[src/rtl/ps2_scancode_receiver.sv]
`default_nettype none
// ============================================================================
// Module   : ps2_scancode_receiver
// Purpose  : Receives PS/2 keyboard frames, decodes set-2 scan codes, folds the
//            E0 (extended) and F0 (break) prefixes into per-code flags, and
//            buffers the decoded codes in a first-word fall-through FIFO with a
//            valid/ack handshake. Sticky error flags report parity errors,
//            framing errors and FIFO overflow.
// Ports    : clk            system clock
//            rst_n          asynchronous active-low reset
//            i_ps2_clk      raw PS/2 clock pin (asynchronous, idle high)
//            i_ps2_data     raw PS/2 data pin (asynchronous, idle high)
//            o_data         scan code at FIFO head
//            o_extended     head entry was preceded by E0
//            o_break        head entry was preceded by F0
//            o_valid        FIFO non-empty
//            i_ack          pop head on the next rising edge when o_valid=1
//            o_parity_error sticky parity failure
//            o_frame_error  sticky bad stop bit / mid-frame timeout
//            o_overflow     sticky code dropped because FIFO was full
//            i_clear_err    synchronous clear of the sticky flags
// Revision : 1.0 - initial release
// ============================================================================
module ps2_scancode_receiver #(
  parameter int FIFO_DEPTH     = 4,
  parameter int FIFO_AW        = 2,
  parameter int FILTER_LEN     = 4,
  parameter int TIMEOUT_CYCLES = 10000
) (
  input  logic       clk,
  input  logic       rst_n,
  input  logic       i_ps2_clk,
  input  logic       i_ps2_data,
  output logic [7:0] o_data,
  output logic       o_extended,
  output logic       o_break,
  output logic       o_valid,
  input  logic       i_ack,
  output logic       o_parity_error,
  output logic       o_frame_error,
  output logic       o_overflow,
  input  logic       i_clear_err
);

  localparam int         FCW       = $clog2(FILTER_LEN + 1);
  localparam int         TCW       = $clog2(TIMEOUT_CYCLES + 1);
  localparam int         CW        = FIFO_AW + 1;
  localparam logic [7:0] C_PFX_EXT = 8'hE0;
  localparam logic [7:0] C_PFX_BRK = 8'hF0;

  typedef enum logic [1:0] {
    S_IDLE   = 2'd0,
    S_DATA   = 2'd1,
    S_PARITY = 2'd2,
    S_STOP   = 2'd3
  } state_t;

  // --------------------------------------------------------------------------
  // Input synchronisers (reset to the idle-high bus level)
  // --------------------------------------------------------------------------
  logic r_clk_s1, r_clk_s2, r_dat_s1, r_dat_s2;

  always_ff @(posedge clk or negedge rst_n) begin
    if (!rst_n) begin
      r_clk_s1 <= 1'b1;
      r_clk_s2 <= 1'b1;
      r_dat_s1 <= 1'b1;
      r_dat_s2 <= 1'b1;
    end else begin
      r_clk_s1 <= i_ps2_clk;
      r_clk_s2 <= r_clk_s1;
      r_dat_s1 <= i_ps2_data;
      r_dat_s2 <= r_dat_s1;
    end
  end

  // --------------------------------------------------------------------------
  // PS/2 clock glitch filter: the filtered level follows the synchronised
  // level only after FILTER_LEN consecutive differing samples.
  // --------------------------------------------------------------------------
  logic           r_filt;
  logic [FCW-1:0] r_fcnt;
  logic           w_filt_change;
  logic           w_bit_event;

  assign w_filt_change = (r_clk_s2 != r_filt) && (r_fcnt == FCW'(FILTER_LEN - 1));
  // Falling edge of the filtered clock, seen in the same cycle as the change.
  assign w_bit_event   = w_filt_change && r_filt;

  always_ff @(posedge clk or negedge rst_n) begin
    if (!rst_n) begin
      r_filt <= 1'b1;
      r_fcnt <= '0;
    end else if (r_clk_s2 == r_filt) begin
      r_fcnt <= '0;
    end else if (w_filt_change) begin
      r_filt <= r_clk_s2;
      r_fcnt <= '0;
    end else begin
      r_fcnt <= r_fcnt + FCW'(1);
    end
  end

  // --------------------------------------------------------------------------
  // Frame FSM
  // --------------------------------------------------------------------------
  state_t         r_state, w_state_next;
  logic [7:0]     r_shift;
  logic [2:0]     r_bitcnt;
  logic           r_parity;
  logic [TCW-1:0] r_tcnt;
  logic           w_timeout;
  logic           w_shift_en, w_par_en, w_accept, w_perr, w_ferr, w_fail;
  logic           w_par_ok;

  assign w_par_ok  = ^{r_shift, r_parity};
  assign w_timeout = (r_state != S_IDLE) && !w_bit_event &&
                     (r_tcnt == TCW'(TIMEOUT_CYCLES - 1));
  assign w_fail    = w_perr | w_ferr;

  always_ff @(posedge clk or negedge rst_n) begin
    if (!rst_n) r_state <= S_IDLE;
    else        r_state <= w_state_next;
  end

  always_comb begin
    w_state_next = r_state;
    w_shift_en   = 1'b0;
    w_par_en     = 1'b0;
    w_accept     = 1'b0;
    w_perr       = 1'b0;
    w_ferr       = 1'b0;
    if (w_timeout) begin
      w_state_next = S_IDLE;
      w_ferr       = 1'b1;
    end else if (w_bit_event) begin
      case (r_state)
        S_IDLE: begin
          // A high data level here is a spurious edge, not a start bit.
          if (!r_dat_s2) w_state_next = S_DATA;
        end
        S_DATA: begin
          w_shift_en = 1'b1;
          if (r_bitcnt == 3'd7) w_state_next = S_PARITY;
        end
        S_PARITY: begin
          w_par_en     = 1'b1;
          w_state_next = S_STOP;
        end
        S_STOP: begin
          w_state_next = S_IDLE;
          w_perr       = ~w_par_ok;
          w_ferr       = ~r_dat_s2;
          w_accept     = w_par_ok & r_dat_s2;
        end
        default: w_state_next = S_IDLE;
      endcase
    end
  end

  always_ff @(posedge clk or negedge rst_n) begin
    if (!rst_n) begin
      r_tcnt <= '0;
    end else if ((r_state == S_IDLE) || w_bit_event) begin
      r_tcnt <= '0;
    end else begin
      r_tcnt <= r_tcnt + TCW'(1);
    end
  end

  // Datapath: bits arrive LSB first, so shift right from the MSB side.
  logic       r_dec_valid;
  logic [7:0] r_dec_byte;

  always_ff @(posedge clk or negedge rst_n) begin
    if (!rst_n) begin
      r_shift     <= '0;
      r_bitcnt    <= '0;
      r_parity    <= 1'b0;
      r_dec_valid <= 1'b0;
      r_dec_byte  <= '0;
    end else begin
      r_dec_valid <= w_accept;
      if (w_accept) r_dec_byte <= r_shift;
      if (w_shift_en) begin
        r_shift  <= {r_dat_s2, r_shift[7:1]};
        r_bitcnt <= r_bitcnt + 3'd1;
      end else if (r_state == S_IDLE) begin
        r_bitcnt <= '0;
      end
      if (w_par_en) r_parity <= r_dat_s2;
    end
  end

  // --------------------------------------------------------------------------
  // Decode step: prefixes only update flags; other bytes are pushed
  // --------------------------------------------------------------------------
  logic r_ext, r_brk;
  logic w_is_ext, w_is_brk, w_push;

  assign w_is_ext = r_dec_valid && (r_dec_byte == C_PFX_EXT);
  assign w_is_brk = r_dec_valid && (r_dec_byte == C_PFX_BRK);
  assign w_push   = r_dec_valid && !w_is_ext && !w_is_brk;

  always_ff @(posedge clk or negedge rst_n) begin
    if (!rst_n) begin
      r_ext <= 1'b0;
      r_brk <= 1'b0;
    end else if (w_fail) begin
      r_ext <= 1'b0;
      r_brk <= 1'b0;
    end else if (w_is_ext) begin
      r_ext <= 1'b1;
    end else if (w_is_brk) begin
      r_brk <= 1'b1;
    end else if (w_push) begin
      r_ext <= 1'b0;
      r_brk <= 1'b0;
    end
  end

  // --------------------------------------------------------------------------
  // First-word fall-through FIFO of {ext, brk, code}
  // --------------------------------------------------------------------------
  logic [9:0]         r_mem [FIFO_DEPTH];
  logic [FIFO_AW-1:0] r_wr_ptr, r_rd_ptr;
  logic [CW-1:0]      r_count;
  logic               w_full, w_empty, w_pop, w_wr, w_drop;

  assign w_full  = (r_count == CW'(FIFO_DEPTH));
  assign w_empty = (r_count == '0);
  assign w_pop   = i_ack & ~w_empty;
  // A pop in the same cycle frees the slot, so a push into a full FIFO is kept.
  assign w_wr    = w_push & (~w_full | w_pop);
  assign w_drop  = w_push & w_full & ~w_pop;

  always_ff @(posedge clk or negedge rst_n) begin
    if (!rst_n) begin
      for (int i = 0; i < FIFO_DEPTH; i++) r_mem[i] <= '0;
      r_wr_ptr <= '0;
      r_rd_ptr <= '0;
      r_count  <= '0;
    end else begin
      if (w_wr) begin
        r_mem[r_wr_ptr] <= {r_ext, r_brk, r_dec_byte};
        r_wr_ptr        <= r_wr_ptr + FIFO_AW'(1);
      end
      if (w_pop) r_rd_ptr <= r_rd_ptr + FIFO_AW'(1);
      case ({w_wr, w_pop})
        2'b10:   r_count <= r_count + CW'(1);
        2'b01:   r_count <= r_count - CW'(1);
        default: r_count <= r_count;
      endcase
    end
  end

  // --------------------------------------------------------------------------
  // Sticky error flags: a new error takes priority over a clear request
  // --------------------------------------------------------------------------
  logic r_perr_flag, r_ferr_flag, r_ovf_flag;

  always_ff @(posedge clk or negedge rst_n) begin
    if (!rst_n) begin
      r_perr_flag <= 1'b0;
      r_ferr_flag <= 1'b0;
      r_ovf_flag  <= 1'b0;
    end else begin
      if (w_perr)           r_perr_flag <= 1'b1;
      else if (i_clear_err) r_perr_flag <= 1'b0;
      if (w_ferr)           r_ferr_flag <= 1'b1;
      else if (i_clear_err) r_ferr_flag <= 1'b0;
      if (w_drop)           r_ovf_flag  <= 1'b1;
      else if (i_clear_err) r_ovf_flag  <= 1'b0;
    end
  end

  assign {o_extended, o_break, o_data} = r_mem[r_rd_ptr];
  assign o_valid        = ~w_empty;
  assign o_parity_error = r_perr_flag;
  assign o_frame_error  = r_ferr_flag;
  assign o_overflow     = r_ovf_flag;

endmodule
`default_nettype wire
[config.mk]
export PLATFORM = sky130hd
export DESIGN_NAME = ps2_scancode_receiver
export DESIGN_NICKNAME = d
export VERILOG_FILES = /design/src/rtl/ps2_scancode_receiver.sv
export SDC_FILE = /design/constraint.sdc
export NUM_CORES = 1
export LEC_CHECK = 0
export BUFFER_PORTS_ARGS = -buffer_cell sky130_fd_sc_hd__buf_2
export CAP_MARGIN = 30
export CELL_PAD_IN_SITES_DETAIL_PLACEMENT = 2
export CELL_PAD_IN_SITES_GLOBAL_PLACEMENT = 2
export CORE_ASPECT_RATIO = 2
export CORE_MARGIN = 8
export CORE_UTILIZATION = 39
export CTS_CLUSTER_DIAMETER = 60
export DETAILED_ROUTE_END_ITERATION = 8
export PLACE_DENSITY_LB_ADDON = 0.1
export RECOVER_POWER = 25
export SYNTH_ARGS = -nofsm -noshare
export SYNTH_HDL_FRONTEND = slang
export SYNTH_SLANG_ARGS = --single-unit
[constraint.sdc]
create_clock -name clk -period 2.2 [get_ports clk]
set_input_delay 0.11 -clock clk [delete_from_list [all_inputs] [get_ports clk]]
set_output_delay 0.11 -clock clk [all_outputs]
set_load 0.05 [all_outputs]
# Yosys cells after proc, flatten, opt, wreduce, memory -nomap -nowiden
# Cells that the tools add are included.
[totals]
word_cells = 139
out_inout_bits = 14
register_bits = 97
input_bits = 6
[op_classes]
order_cmp = 3
n_bitwise = 15
n_reduce_logical = 29
mux = 43
n_eq_ne = 17
addsub = 7
[op_table]
columns = ["op", "count"]
rows = [
  ["40-bit bitwise mux", 1],
  ["10-bit two-way mux", 3],
  ["1-bit two-way mux", 26],
  ["10-bit binary-select mux with 2-bit select", 1],
  ["10-bit demux with 2-bit select", 1],
  ["8-bit == test (second input constant)", 2],
  ["14-bit by 1-bit adder with 14-bit output (second input constant)", 1],
  ["14-bit == test (second input constant)", 1],
  ["14-bit two-way mux", 1],
  ["2-bit nonzero test", 7],
  ["3-bit two-way mux", 4],
  ["3-bit by 1-bit adder with 3-bit output (second input constant)", 3],
  ["1-bit logical AND", 9],
  ["3-bit != test (second input constant)", 3],
  ["9-bit parity", 1],
  ["2-bit two-way mux", 4],
  ["2-bit case mux with 4 select lines", 1],
  ["2-bit == test (second input constant)", 3],
  ["3-bit == test (second input constant)", 2],
  ["3-bit >= comparator (second input constant)", 2],
  ["1-bit NOT", 6],
  ["2-bit NOT with 3-bit output", 2],
  ["3-bit case mux with 2 select lines", 1],
  ["2-bit AND reduction", 3],
  ["16 further kinds", 26],
]

# Depth between registers and ports, before layout
# Gate-level depths: netlist (run 1).
[logic_depth]
depth_word = 10
ltp_mapped = 11
ltp_nobuf = 10

# Least setup slack after synthesis (run 1)
# OpenSTA, ideal clock, no wires.
[synth_timing]
path_kind = "register to register"
from = "register r_dec_byte[2]"
to = "register r_count[2]"
path_slack_ns = -0.107
period_less_slack_ns = 2.307
t_arrival_ns = 2.228
t_required_ns = 2.121
n_path_buf = 1
setup_time_ns = 0.079
stages_incl_launch_ff = 12
cell_sequence = "dfrtp_1 -> nand4b_1 -> o41a_1 -> nor2b_1 -> buf_2 -> inv_1 -> ha_1 -> inv_1 -> fa_1 -> xor2_1 -> nor2_1 -> xor2_1"
[synth_via]
elab_chain_len = 8
elab_cells_between_ends = 13
cone_classes = "4 x eq/ne; 1 x mux; 1 x bitwise; 7 x reduce/logical"
[synth_lines]
columns = ["element", "line_no", "text"]
rows = [
  ["start, declared", "173", "logic [7:0] r_dec_byte;"],
  ["start signal, assigned", "184", "if (w_accept) r_dec_byte <= r_shift;"],
  ["8-bit == test", "201", "assign w_is_ext = r_dec_valid && (r_dec_byte == C_PFX_EXT);"],
  ["1-bit logical AND", "201", ""],
  ["1-bit logical NOT", "203", "assign w_push = r_dec_valid && !w_is_ext && !w_is_brk;"],
  ["1-bit logical AND", "203", ""],
  ["1-bit logical AND *", "203", ""],
  ["1-bit bitwise AND *", "234", "assign w_wr = w_push & (~w_full | w_pop);"],
  ["2-bit by 1-bit == test with 1-bit output or 2-bit == test (tied branches)", "249", "case ({w_wr, w_pop})"],
  ["3-bit case mux with 2 select lines or 2-bit nonzero test (tied branches)", "n/a", ""],
  ["end signal, assigned", "250", "2'b10: r_count <= r_count + CW'(1);"],
  ["end signal, assigned", "251", "2'b01: r_count <= r_count - CW'(1);"],
  ["end signal, assigned", "252", "default: r_count <= r_count;"],
  ["end, declared", "227", "logic [CW-1:0] r_count;"],
]
# Mark *: on every way between the ends. The rest lies on a longest branch, timed or not.
# A chain may end at the register's enable or synchronous reset.

# Final worst setup path (run 1)
# Same ends and word-level chain as after synthesis.

==> results.json, run 1 <==
{
  "status": "complete, no violations",
  "htreeDepth": 3,
  "vias": 2653,
  "synthesis.nets": 340,
  "wl_per_cell_um": 18.9,
  "path_class": "flop to flop",
  "hpwl_um": 7040,
  "clock-root-buffer": "clkbuf_16",
  "synth_top_flop_cell": "dfrtp_1",
  "arrival_ps": 2430,
  "grt_usage": 0.139,
  "vias_per_cell": 5.23,
  "drc": 0,
  "die_area_um2": 15100,
  "synth_area_leader_cell": "dfrtp_1",
  "vdd_drop_max_v": 0.000369,
  "synth_common_cells": "dfrtp_1, mux2_2, nor2_1",
  "ys_types": 46,
  "syn_area_um2": 4370,
  "overflow": 0,
  "power_density_nw_per_um2": 740,
  "final_max_slew_viol_count": 0,
  "yosysWarnings": 0,
  "synth-xor-area-share": 0.0572,
  "antenna_left": 0,
  "cts_buffers": 9,
  "yosys.area_share.simple": 0.0893,
  "design.core.area_um2": 10900,
  "grt_pass1_wl_um": 16300,
  "start_util": 0.399,
  "finalPower_uw": 3780,
  "r2r-start": "r_dec_byte[2]",
  "clk_latency_ps": 350,
  "yosys.cell_count.top_type": "dfrtp_1",
  "cp-start-kind": "flop",
  "muxShareOfSynthArea": 0.202,
  "min_to": "o_parity_error",
  "max_cap_violations": 0,
  "whs_ps": 56.9,
  "fin_area_um2": 5100,
  "port_buffers": 19,
  "leakagePower_uw": 0.00243,
  "synth-edff-count": 0,
  "register_area_um2": 2430,
  "r2r_end": "r_count[2]",
  "required_ps": 2480,
  "drtPass1Iterations": 3,
  "reg2reg_depth": 10,
  "die_h_um": 166,
  "cts_buffer_depth": 2,
  "async_flop_share": 1.00,
  "rows": 54,
  "crit_fanout": 2,
  "io_pins": 20,
  "fin_skew_ps": 10.5,
  "setup_tns_ps": 0,
  "multi_input_area_um2": 1870,
  "placed_cells": 486,
  "reg2reg_slack_ps": 50,
  "synth-compound-area-share": 0.0286,
  "fp.dieW_um": 90.9,
  "placed_cell_area_um2": 4750,
  "grt_pass1_vias": 3127,
  "first_iter_violations": 49,
  "drive_gt1_frac": 0.365,
  "endpoint_kind": "flop",
  "fin_crit_ps": 2150,
  "setup_viol": 0,
  "rsz0062_at_grt": "yes",
  "synth_top_family_by_area": "multiplexers",
  "synthCells": 319,
  "grt_start_max_net_pins": 55,
  "min_period_over_period": 0.979,
  "synth.area.top_cells": "dfrtp_1, mux2_2, mux4_2",
  "relSlewSlack": 0.121,
  "routed_wl_um": 9610,
  "finalHoldViolCount": 0,
  "syn_to_final_growth_pct": 16.6,
  "hp-class": "primary input to flop",
  "fin_cells": 507,
  "yosysTopAreaCellShare": 0.527,
  "antenna_found_initial": 0,
  "tightest_slew_ps": 1320,
  "ys_seq_area_frac": 0.557,
  "cts_num_sinks": 97,
  "nets": 383,
  "whs_path_depth": 3,
  "clock.fmax_mhz": 465,
  "synthAdderAreaFrac": 0.0446,
  "path_clk_slew_ps": 70,
  "num-fill-cells": 1099,
  "ys_ff_latch": 97,
  "min-delay-start": "i_clear_err",
  "insertedDiodeCount": 0,
  "cts_tree": "yes",
  "place.gp.congestion": 0.692,
  "postSynthAreaPerCell_um2": 13.7
}
==> registers in the layout, summed over array words and instances (netlist names), 2 cells and up <==
| signal | flops |
|---|---|
| r_wr_ptr | 2 |
| r_count | 3 |
| r_mem | 40 |
| r_rd_ptr | 2 |
| r_bitcnt | 3 |
| r_state | 2 |
| r_dec_byte | 8 |
| r_fcnt | 3 |
| r_shift | 8 |
| r_tcnt | 14 |
==> stage by stage <==
stage,util,setup WS [ps]
global route,0.466,-55.2
CTS,0.466,-11.3
detailed placement,0.434,-41.5
finish,0.466,47.2
global placement,0.434,23.6
floorplan,-,-95.8
==> timing repair <==
| item | 4_1_cts | 5_1_grt |
|---|---|---|
| hold buffers | 3 | 0 |
| gates resized for setup | 2 | 1 |
| setup buffers | 2 | 0 |
| hold endpoints to repair | 23 | 0 |
| cloned | 0 | 0 |
| pin swaps | 3 | 1 |
| setup endpoints to repair | 1 | 12 |
==> critical path, stage by stage, from the launching register on <==
cell,delay [ps]
dfrtp_1,380
nand4b_1,190
o41a_1,420
nor2b_4,150
inv_2,50
ha_4,120
inv_2,40
fa_2,330
xor2_1,140
nor2_1,110
xor2_1,150
==> worst max-delay path by stage <==
stage                        startpoint    endpoint  slack [ps]  cells after the start
final                     r_dec_byte[2]  r_count[2]          50                     10
after global routing      r_dec_byte[2]  r_count[2]         -60                     10
after CTS                 r_dec_byte[2]  r_count[2]         -10                     10
after detailed placement  r_dec_byte[2]  r_count[2]         -40                     10
after global placement    r_dec_byte[2]  r_count[2]          20                     10
after floorplan           r_dec_byte[2]  r_count[2]        -100                     11
==> cell type report <==
| cell class | count | share of cell area |
|---|---|---|
| well taps | 140 | 0.0344 |
| inverters | 15 | 0.0110 |
| flip-flops and latches | 97 | 0.477 |
| clock buffers | 11 | 0.0456 |
| multi-input cells | 199 | 0.367 |
| repair buffers | 40 | 0.0533 |
| clock inverters | 5 | 0.0113 |
==> power breakdown <==
part | internal, µW | leakage, µW | total, µW | switching (µW)
sequential | 1850 | 0.00132 | 1890 | 42.2
combinational | 139 | 0.000978 | 331 | 192
clock | 880 | 0.000132 | 1560 | 675
==> kinds of logic (layout without fill, tap and decap cells) <==
family                   after synthesis  after routing
buffers and inverters                 23             71
AO/OA/AOI/OAI                         19             19
flip-flops                            97             97
adder cells (fa/ha/maj)               15             15
AND/OR/NAND/NOR                       72             72
XOR/XNOR                              27             27
multiplexers                          66             66
==> routing by layer <==
metal / part of all wire / up-vias / global-route usage / routed length (µm)
met4: 0.028 / 0 / 0.0696 / 269
met2: 0.61 / 33 / 0.274 / 5820
met5: 0 / - / 0 / 0
met1: 0.34 / 1395 / 0.127 / 3280
met3: 0.025 / 20 / 0.0290 / 240
li1: - / 1205 / - / -
==> placed cells by master (no fill, tap or decap), types with 3 or more instances in the layout <==
cell type / synthesis / final
dfrtp_1: 92 / 92
mux2_2: 49 / 49
nor2_1: 18 / 18
buf_2: 1 / 18
xnor2_1: 17 / 17
buf_4: 0 / 17
nand2_1: 15 / 15
inv_1: 15 / 13
ha_1: 14 / 13
mux4_2: 10 / 10
xor2_1: 9 / 9
clkbuf_16: 0 / 9
nand3_1: 8 / 8
o21ai_0: 8 / 8
mux2_4: 7 / 7
nor4_1: 5 / 5
dfstp_2: 5 / 5
nand2_2: 4 / 4
nand3b_1: 3 / 3
a21oi_1: 3 / 3
clkinvlp_4: 0 / 3
clkbuf_1: 5 / 3
dlygate4sd3_1: 0 / 3
(Power assumes the default switching activity.)
==> run 2, diff against run 1 <==
SETUP_SLACK_MARGIN = 0.5   (was default)
==> run 2 against run 1 <==
  * The flow now finishes with violations (setup timing)
  * First-iteration DRC count increased by 49%
  * Critical path type unchanged
  * Utilization increased by 8.0 points
  * Global-route usage increased by 3.8 points
  * Flip-flop and latch count unchanged
  * Worst setup slack got worse by 130 ps
  * Design area increased by 17%
  * Power decreased by 1.3%
  * Clock power decreased by 8%
==> results.json, run 2 (synthesis results as in run 1) <==
{
  "cts_tree": "yes",
  "crit_fanout": 2,
  "path_clk_slew_ps": 70,
  "io_pins": 20,
  "placed_cells": 485,
  "relSlewSlack": 0.157,
  "htreeDepth": 3,
  "fp.dieW_um": 90.9,
  "whs_ps": 103,
  "vias_per_cell": 5.32,
  "syn_to_final_growth_pct": 36.6,
  "vias": 2876,
  "endpoint_kind": "flop",
  "reg2reg_depth": 10,
  "leakagePower_uw": 0.00281,
  "overflow": 0,
  "max_cap_violations": 0,
  "min_period_over_period": 1.04,
  "cp_slowest_stage_delay_ps": 420,
  "fin_crit_ps": 2280,
  "final_max_slew_viol_count": 0,
  "layout_commonest_cell": "dfrtp_1",
  "grt_pass1_vias": 3405,
  "register_area_um2": 2440,
  "place.gp.congestion": 0.734,
  "design.core.area_um2": 10900,
  "intPower_uw": 2780,
  "die_h_um": 166,
  "nets": 417,
  "drive_gt1_frac": 0.476,
  "arrival_ps": 2520,
  "power_density_nw_per_um2": 624,
  "grt_start_max_net_pins": 47,
  "seqPwrFrac": 0.508,
  "pre_cts_ws_ps": -36.1,
  "antenna_found_initial": 0,
  "required_ps": 2440,
  "vdd_drop_max_v": 0.000464,
  "rows": 54,
  "drtPass1Iterations": 4,
  "status": "finished with violations",
  "failed_checks": "setup timing",
  "port_buffers": 19,
  "first_iter_violations": 73,
  "fin_cells": 541,
  "cts_buffer_depth": 2,
  "cts_buffers": 9,
  "die_area_um2": 15100,
  "wl_per_cell_um": 24.5,
  "antenna_left": 0,
  "largest_register_ffs": 40,
  "routed_wl_um": 13200,
  "whs_path_depth": 3,
  "setup_viol": 1,
  "grt_pass1_wl_um": 20300,
  "fin_skew_ps": 9.86,
  "clk_latency_ps": 340,
  "path_class": "flop to flop",
  "tightest_slew_ps": 1260,
  "cp-start-kind": "flop",
  "clock.fmax_mhz": 439,
  "most-common-layout-cells": "dfrtp_1, mux2_4, buf_4",
  "p_clk_frac": 0.383,
  "top_regs": "r_mem x40, r_tcnt x14",
  "hp-class": "primary input to flop",
  "sw_frac_of_total": 0.253,
  "insertedDiodeCount": 0,
  "finalPower_uw": 3730,
  "comb_power_share": 0.109,
  "worst_slack_ps": -79.3,
  "num-fill-cells": 998,
  "grt_usage": 0.177,
  "finalHoldViolCount": 0,
  "top_register": "r_mem",
  "path_cells": "nand4b_1 > o41a_1 > nor2b_4 > inv_2 > ha_4 > inv_2 > fa_2 > xor2_1 > nor2_1 > xor2_1",
  "slowest_stage": "o41a_1",
  "hpwl_um": 7070,
  "multi_input_area_um2": 2320,
  "rsz0062_at_grt": "yes",
  "cts_num_sinks": 97,
  "switching_power_uw": 941,
  "start_util": 0.399,
  "drc": 0,
  "clock-root-buffer": "clkbuf_16"
}
run 2: cell count changes in the layout (fill, tap and decap cells not counted), moves of 5 or more:
cell	change
buf_6	+5
buf_8	+15
mux2_2	-40
buf_4	+15
xnor2_1	-8
mux2_4	+40
xnor2_2	+8
nand2_8	+9
buf_2	-10
run 2: stage by stage:
step           utilization  setup TNS [ps]  cell area (µm²)
6_report             0.545           -79.3             5970
5_1_grt              0.545            -195             5970
4_1_cts              0.535           -24.9             5860
3_5_place_dp         0.435           -36.1             4760
3_3_place_gp         0.435               0             4760
2_1_floorplan            -           -95.8             4420
run 2: area by class of cell:
| type | instances | area share |
|---|---|---|
| Clock buffer | 13 | 0.0402 |
| Clock inverter | 3 | 0.00293 |
| Inverter | 15 | 0.00943 |
| Multi-Input combinational cell | 203 | 0.388 |
| Sequential cell | 97 | 0.408 |
| Tap cell | 140 | 0.0293 |
| Timing Repair Buffer | 70 | 0.121 |
run 2: path summary, 6_finish.rpt:
| path | start | endpoint | slack, ps |
|---|---|---|---|
| worst max-delay path | r_dec_byte[2] | r_count[2] | -80 |
| worst min-delay path | i_clear_err | o_parity_error | 100 |
| worst max register to register | r_dec_byte[2] | r_count[2] | -80 |
| worst min register to register | r_clk_s1 | r_clk_s2 | 360 |
| max in group asynchronous | rst_n | r_dat_s1 | 610 |
| min in group asynchronous | rst_n | r_mem[26] | 580 |
run 2: power by group through the flow:
stage	registers, µW	logic, µW	clock network [µW]
after floorplan	1910	244	0
after global placement	1920	342	0
after detailed placement	1920	361	0
after CTS	1890	398	1480
after global routing	1900	462	1530
final	1890	406	1430
run 2: critical path: cells and delay by family (launching register included):
family | cells | cell delay, ps
adders and majority gates | 2 | 470
and+or+nand+nor | 3 | 460
AOI/OAI and AO/OA | 1 | 420
DFF | 1 | 370
xor gates and xnor gates | 2 | 360
buffers and inverters | 2 | 100
run 2: repair_timing:
item | CTS | global route
hold buffers | 3 | 0
cloned | 5 | 0
endpoints found under the setup margin | 75 | 74
endpoints found under the hold margin | 46 | 0
setup buffers | 27 | 5
gates resized for setup | 122 | 15
pin swaps | 10 | 5
run 2: per-layer routing:
| metal | global-route usage | wire [µm] | vias to the layer above |
|---|---|---|---|
| met5 | 0 | 0 | - |
| met4 | 0.0811 | 585 | 0 |
| met3 | 0.0267 | 215 | 31 |
| met2 | 0.358 | 7970 | 44 |
| met1 | 0.163 | 4470 | 1528 |
| li1 | - | - | 1273 |
